===== config.mk =====
export PLATFORM = sky130hd
export DESIGN_NAME = line_prefetch_ctrl
export DESIGN_NICKNAME = d
export VERILOG_FILES = /design/src/rtl/lpf_pkg.sv /design/src/rtl/line_prefetch_ctrl.sv
export SDC_FILE = /design/constraint.sdc
export NUM_CORES = 1
export LEC_CHECK = 0
export BUFFER_PORTS_ARGS = -buffer_cell sky130_fd_sc_hd__buf_2
export CORE_UTILIZATION = 50
export DETAILED_ROUTE_END_ITERATION = 12
export PLACE_DENSITY = 0.79
export SKIP_LAST_GASP = 1
export SYNTH_ARGS = -nofsm -noshare
export SYNTH_HDL_FRONTEND = slang
export SYNTH_SLANG_ARGS = --single-unit

===== constraint.sdc =====
create_clock -name clk -period 2.22 [get_ports clk]
set_input_delay 0.555 -clock clk [delete_from_list [all_inputs] [get_ports clk]]
set_output_delay 0.555 -clock clk [all_outputs]
set_load 0.02 [all_outputs]

===== src/rtl/lpf_pkg.sv =====
// Shared types and constants for the line prefetch controller.
package lpf_pkg;

    typedef enum logic [1:0] {
        IDLE,
        FILL,
        HOLD,
        DRAIN
    } lpf_state_t;

    localparam int WORD_BYTES = 4;

endpackage


===== src/rtl/line_prefetch_ctrl.sv =====
// Double-buffered video line prefetch from DDR into an external dual-port line buffer.
// Define LPF_UNDERRUN_CNT_EN to add the saturating underrun_cnt output.
module line_prefetch_ctrl
    import lpf_pkg::*;
#(
    parameter int LINE_WORDS = 256,
    parameter int LINES      = 224,
    parameter int ADDR_W     = 28
) (
    input  logic                        clk,
    input  logic                        reset,
    input  logic                        enable,
    input  logic [ADDR_W-1:0]           base_addr,
    input  logic                        frame_start,
    input  logic                        line_done,
    output logic                        mem_req,
    output logic [ADDR_W-1:0]           mem_addr,
    input  logic                        mem_ready,
    output logic                        buf_we,
    output logic [$clog2(LINE_WORDS):0] buf_waddr,
    output logic                        rd_bank,
    output logic                        busy,
    output logic                        underrun
`ifdef LPF_UNDERRUN_CNT_EN
    ,
    output logic [15:0]                 underrun_cnt
`endif
);

    localparam int WW = $clog2(LINE_WORDS);
    localparam int LW = $clog2(LINES + 1);
    localparam logic [WW-1:0]     WORD_LAST = WW'(LINE_WORDS - 1);
    localparam logic [LW-1:0]     LINE_END  = LW'(LINES);
    localparam logic [ADDR_W-1:0] ADDR_STEP = ADDR_W'(WORD_BYTES);

    lpf_state_t        state_reg, state_next;
    logic [ADDR_W-1:0] addr_reg, addr_next;
    logic [ADDR_W-1:0] base_reg, base_next;
    logic [WW-1:0]     word_reg, word_next;
    logic [LW-1:0]     line_reg, line_next;
    logic              fill_bank_reg, fill_bank_next;
    logic              rd_bank_reg, rd_bank_next;
    logic              pend_reg, pend_next;
    logic              req_reg, req_next;
    logic              restart_reg, restart_next;
    logic              underrun_reg, underrun_next;
    logic              restart_now;
    logic              abort;
    logic              wr_en;
    logic [LW-1:0]     line_inc;

    always_ff @(posedge clk) begin
        if (reset) begin
            state_reg     <= IDLE;
            addr_reg      <= '0;
            base_reg      <= '0;
            word_reg      <= '0;
            line_reg      <= '0;
            fill_bank_reg <= 1'b0;
            rd_bank_reg   <= 1'b0;
            pend_reg      <= 1'b0;
            req_reg       <= 1'b0;
            restart_reg   <= 1'b0;
            underrun_reg  <= 1'b0;
        end else begin
            state_reg     <= state_next;
            addr_reg      <= addr_next;
            base_reg      <= base_next;
            word_reg      <= word_next;
            line_reg      <= line_next;
            fill_bank_reg <= fill_bank_next;
            rd_bank_reg   <= rd_bank_next;
            pend_reg      <= pend_next;
            req_reg       <= req_next;
            restart_reg   <= restart_next;
            underrun_reg  <= underrun_next;
        end
    end

    always_comb begin
        state_next     = state_reg;
        addr_next      = addr_reg;
        base_next      = frame_start ? base_addr : base_reg;
        word_next      = word_reg;
        line_next      = line_reg;
        fill_bank_next = fill_bank_reg;
        rd_bank_next   = rd_bank_reg;
        pend_next      = pend_reg;
        req_next       = req_reg;
        restart_next   = restart_reg;
        underrun_next  = 1'b0;
        restart_now    = 1'b0;
        abort          = frame_start || !enable;
        wr_en          = (state_reg == FILL) && req_reg && mem_ready && !abort;
        line_inc       = line_reg + 1'b1;

        case (state_reg)
            IDLE: begin
                if (frame_start && enable)
                    restart_now = 1'b1;
            end
            FILL: begin
                if (abort) begin
                    // A request the DDR has not answered yet must still be absorbed.
                    if (req_reg && !mem_ready) begin
                        state_next   = DRAIN;
                        restart_next = frame_start && enable;
                    end else if (frame_start && enable) begin
                        restart_now = 1'b1;
                    end else begin
                        state_next = IDLE;
                        req_next   = 1'b0;
                    end
                end else begin
                    if (line_done)
                        pend_next = 1'b1;
                    if (!req_reg) begin
                        req_next = 1'b1;
                    end else if (mem_ready) begin
                        req_next  = 1'b0;
                        addr_next = addr_reg + ADDR_STEP;
                        word_next = word_reg + 1'b1;
                        if (word_reg == WORD_LAST) begin
                            line_next = line_inc;
                            if (line_reg == '0) begin
                                fill_bank_next = 1'b1;
                            end else if (pend_reg || line_done) begin
                                // Display already wanted this line: switch late and flag it.
                                rd_bank_next  = ~rd_bank_reg;
                                underrun_next = 1'b1;
                                pend_next     = 1'b0;
                                if (line_inc == LINE_END)
                                    state_next = IDLE;
                                else
                                    fill_bank_next = rd_bank_reg;
                            end else begin
                                state_next = HOLD;
                            end
                        end
                    end
                end
            end
            HOLD: begin
                if (frame_start && enable) begin
                    restart_now = 1'b1;
                end else if (!enable) begin
                    state_next = IDLE;
                end else if (line_done) begin
                    // The last fetched line still gets its bank switch before going idle.
                    rd_bank_next = ~rd_bank_reg;
                    if (line_reg == LINE_END) begin
                        state_next = IDLE;
                    end else begin
                        fill_bank_next = rd_bank_reg;
                        state_next     = FILL;
                        req_next       = 1'b1;
                    end
                end
            end
            DRAIN: begin
                restart_next = (restart_reg || frame_start) && enable;
                if (mem_ready) begin
                    req_next = 1'b0;
                    if ((restart_reg || frame_start) && enable)
                        restart_now = 1'b1;
                    else
                        state_next = IDLE;
                end
            end
            default: state_next = IDLE;
        endcase

        if (restart_now) begin
            state_next     = FILL;
            addr_next      = base_next;
            word_next      = '0;
            line_next      = '0;
            fill_bank_next = 1'b0;
            rd_bank_next   = 1'b0;
            pend_next      = 1'b0;
            req_next       = 1'b1;
            restart_next   = 1'b0;
        end
    end

    // The DDR channel shares this reset, so the request is withdrawn within the reset cycle.
    assign mem_req   = req_reg && !reset;
    assign buf_we    = wr_en && !reset;
    assign mem_addr  = addr_reg;
    assign buf_waddr = {fill_bank_reg, word_reg};
    assign rd_bank   = rd_bank_reg;
    assign busy      = (state_reg != IDLE);
    assign underrun  = underrun_reg;

`ifdef LPF_UNDERRUN_CNT_EN
    logic [15:0] ucnt_reg;

    always_ff @(posedge clk) begin
        if (reset)
            ucnt_reg <= '0;
        else if (underrun_next && (ucnt_reg != 16'hFFFF))
            ucnt_reg <= ucnt_reg + 16'd1;
    end

    assign underrun_cnt = ucnt_reg;
`endif

endmodule


After elaboration in Yosys (flattened, before gate mapping):

Index checks and enable logic that the tools add are counted.

* input bits: 34
* word-level logic and storage cells: 177
* output and inout port bits: 42
* bits in registers: 80

* reductions and logical operators: 38
* equal/unequal tests: 45
* bitwise operators: 6
* mux-type cells: 73
* add/subtract/negate cells: 3

Operator list (count)
* two-way mux 28 bit: 6
* two-way mux 1 bit: 47
* != test 3 bit (second input constant): 11
* AND reduction 11 bit: 3
* adder 28 x 3 -> 28 bit (second input constant): 1
* two-way mux 2 bit: 14
* == test 8 bit (second input constant): 3
* != test 2 bit (second input constant): 12
* != test 4 bit (second input constant): 6
* adder 8 x 1 -> 8 bit (second input constant): 2
* != test 4 x 3 -> 1 bit (second input constant): 3
* nonzero test 2 bit: 6
* != test 5 x 4 -> 1 bit (second input constant): 2
* AND reduction 10 bit: 1
* logical AND 1 bit: 8
* logical NOT 8 bit: 1
* AND reduction 4 bit: 2
* AND reduction 8 bit: 1
* OR reduction 7 bit: 1
* != test 2 x 1 -> 1 bit (second input constant): 3
* NOT 1 bit: 6
* case mux 1 bit (2 select lines): 3
* case mux 1 bit (3 select lines): 2
* case mux 2 bit (3 select lines): 1
* other kinds (13): 20

Longest topological paths before layout:

* depth in word-level cells: 11
* depth in mapped cells: 8
* gate-level depth less buffers: 7

Least setup slack after synthesis:

OpenSTA, ideal clock, no wires.

* path type: input port to output port
* start: in frame_start
* end: out buf_we
* cell stages on the path: 6
* slack: -0.192 ns
* data arrival time: 1.857 ns
* cell sequence: buf_2 > nand2b_4 > or3_1 > buf_6 > clkbuf_1 > nor2_1

* word-level cells in the longest chain between the ends: 4

Ends and longest elaborated chain
* start, declared: line line_prefetch_ctrl.sv:14 `input logic frame_start,`
* logical OR 1 bit: line line_prefetch_ctrl.sv:93 `abort = frame_start || !enable;`
* logical NOT 1 bit: line line_prefetch_ctrl.sv:94 `wr_en = (state_reg == FILL) && req_reg && mem_ready && !abort;`
* logical AND 1 bit: line line_prefetch_ctrl.sv:94
* logical AND 1 bit: line line_prefetch_ctrl.sv:188 `assign buf_we = wr_en && !reset;`
* end, declared: line line_prefetch_ctrl.sv:19 `output logic buf_we,`

No other way between the ends.

Worst setup path after layout:

* start: reg state_reg[1]
* end: out buf_we

* word-level cells in the longest chain between the ends: 5

Ends and longest elaborated chain
* start, declared: line line_prefetch_ctrl.sv:36 `lpf_state_t state_reg, state_next;`
* start signal, assigned: line line_prefetch_ctrl.sv:66 `state_reg <= state_next;`
* == test 2 x 1 -> 1 bit: line line_prefetch_ctrl.sv:94
* logical AND 1 bit (3 in series): line line_prefetch_ctrl.sv:94
* logical AND 1 bit: line line_prefetch_ctrl.sv:188

No other way between the ends.

==> summary.txt <==
Yosys
  • Post-synth EDFFs: 0
  • Post-Syn Area: 4110 um^2
  • Mapped Nets: 511
  • Count leader, synth: dfxtp_1
  • Sequential share of the synthesized area: 39.0%
  • Synthesized flop and latch total: 80
  • Top_reg_cell synth: dfxtp_1
  • Most frequent cells after synthesis: dfxtp_1 (80), nor2_1 (60), nand2_1 (35)
  • Synth top area cells: dfxtp_1 (39%), nor2_1 (5.5%), mux2i_1 (5.1%)
  • Share of the synthesized area in the top cell type: 39.0%
  • Library cells used by synthesis: 64
  • Mean Syn Cell Area: 8.68 um^2
  • Post-Synthesis Cells: 473
  • Post-synth top area cell: dfxtp_1
  • Async SR Flop Fraction: 0%
  • Yosys warning count: 0

Layout
  • Multi-input logic area: 2330 um^2
  • Fillers: 714
  • Area delta synth->final: 17.9%
  • Fraction of layout cells with a size suffix above 1: 26.0%
  • Nets: 590
  • N_diodes: 0
  • Register area: 1600 um^2
  • Post-route cell area: 4840 um^2

Min path
  • Hold wc startpoint: base_addr[24]
  • Worst hold path type: input pin to flop
  • Worst Hold Path EP: base_reg[24]
  • Hold path depth: 3

CTS
  • Clk buf depth: 2
  • Post-CTS Hold Fix Bufs: 0
  • Clk_lat worst skew: 0.36 ns
  • CTS buffer count: 9
  • Worst-path clk slew: 0.09 ns
  • Root buf cell: clkbuf_8
  • Clock sink count: 80
  • Maximum level of the CTS H-tree: 3
  • CTS tree: built

Global routing
  • Largest net degree at the start of global routing: 27
  • Initial antenna violation count: 0
  • GRT Total Usage: 24.0%
  • Total congestion overflow: 0
  • Vias in the first global route: 3649
  • First-pass GRT wire length: 16500 um

Die
  • Die Span Y: 92.6 um
  • Initial Util: 52.3%
  • Row cnt: 32
  • DIE WIDTH: 92.6 um
  • Core Region: 7850 um^2
  • Top Ports: 76
  • Die area: 8580 um^2

Drt
  • Vias: 3870
  • DR DRC count: 0
  • Drt initial violations: 180
  • WL per Instance: 15.3 um
  • Detail Route Antenna Nets: 0
  • Vias per std cell: 5.87
  • Drt first pass iters: 5
  • Final WL: 10100 um

STA
  • RSZ-0062 raised after global routing: no
  • Fin crit share: 96.3%
  • Peak Freq: 468 MHz
  • Max-slew headroom: 64.4%
  • Setup_tns: 0 ns
  • Fin. max-slew vios: 0
  • Clk_skew: 0.0162 ns
  • Fin. Hold Viols: 0
  • Hold Worst Slack: 0.454 ns
  • Worst-Margin Slew: 0.531 ns
  • Minimum clock period: 2.14 ns
  • # setup viols final: 0

Placement
  • Port bufs: 75
  • Area after DPL: 4650 um^2
  • GP Congestion: 0.880
  • Post-DP HPWL: 7280 um

Outcome
  • Status: completed

Worst setup path
  • CP Max Fanout: 7
  • Reg-to-reg startpoint: mem_addr[2]
  • RR Endpoint: mem_addr[18]
  • Setup slack, reg-to-reg: 0.20 ns
  • CP Class: flop to primary output
  • Req. time, crit path: 1.66 ns
  • FF-to-FF path depth: 6
  • Crit end category: primary output
  • Critical Path Start Type: flop
  • Worst Path Arrival: 1.58 ns

Power and ir drop
  • Leakage: 0.00201 uW
  • Peak supply drop: 0.323 mV
  • Power per cell area: 664 nW/um^2

Run
  • MaxCap Viol Count: 0
## worst max-delay path, stage by stage, from the launching register on
cell and delay, ns:
dfxtp_1 0.32, nand2b_4 0.19, or3_4 0.42, nor2_4 0.13, buf_2 0.17
## worst max path at each step
stage | start | endpoint | slack [ns] | depth (start not counted)
6_report | state_reg[1] | buf_we | 0.08 | 4
4_1_cts | state_reg[1] | buf_we | 0.04 | 4
3_5_place_dp | frame_start | word_reg[7] | 0.08 | 7
5_1_grt | state_reg[0] | buf_we | 0.02 | 4
3_3_place_gp | frame_start | word_reg[7] | 0.10 | 7
2_1_floorplan | frame_start | buf_we | 0.01 | 6
## layout make-up
cell class | count | area share, %
Multi-Input combinational cell | 354 | 48.0
Sequential cell | 80 | 33.1
Timing Repair Buffer | 96 | 11.5
Clock buffer | 10 | 2.84
Tap cell | 102 | 2.63
Clock inverter | 6 | 1.01
Inverter | 11 | 0.852
## power breakdown
| part | switching (uW) | internal (uW) |
|---|---|---|
| Clock | 566 | 448 |
| Combinational | 356 | 254 |
| Sequential | 75.0 | 1520 |
| Total | 997 | 2220 |
## metrics by stage
step | std cells | util [%] | total power, uW | setup slack (ns)
detailed placement | 643 | 59.2 | 2230 | 0.0830
finish | 659 | 61.7 | 3220 | 0.0821
global route | 659 | 61.7 | 3350 | 0.0240
global placement | 643 | 59.2 | 2210 | 0.103
floorplan | 473 | - | 2010 | 0.00953
CTS | 659 | 61.6 | 3230 | 0.0401
## placed cells by master (no fill, tap or decap), types with 3 or more instances in the layout
cell / n
dfxtp_1: 79
buf_2: 75
nor2_1: 58
nand2_1: 35
a21oi_1: 28
nand3_1: 26
mux2i_1: 21
o21ai_0: 19
buf_4: 19
a31oi_1: 15
and2_1: 13
inv_1: 11
nand4_1: 10
clkbuf_8: 10
o22a_1: 9
xnor2_1: 8
mux2_2: 8
o32a_1: 7
xor2_1: 7
and3_1: 6
or3_1: 6
o211ai_1: 5
nor2b_1: 5
nor3_1: 5
nor3_2: 4
ha_1: 4
nand2b_1: 3
o31ai_1: 3
inv_6: 3
clkinvlp_4: 3
## timing repair
action | 4_1_cts | 5_1_grt
setup endpoints to repair | 1 | 2
resized for setup | 1 | 2
setup buffers | 0 | 0
## metal layers
metal / global-route usage (%) / routed length, um
met5: 0 / 0
met4: 10.0 / 225
met3: 3.86 / 585
met2: 41.6 / 4830
met1: 29.4 / 4410
## kinds of logic after synthesis
logic type,synth area share (%)
compound gates,18.6
xor+xnor,3.20
fa+ha+maj,1.22
buf+inv,4.69
flops,39.0
mux,7.31
simple gates,26.0
Note: power is estimated with default switching activity, not from simulation.
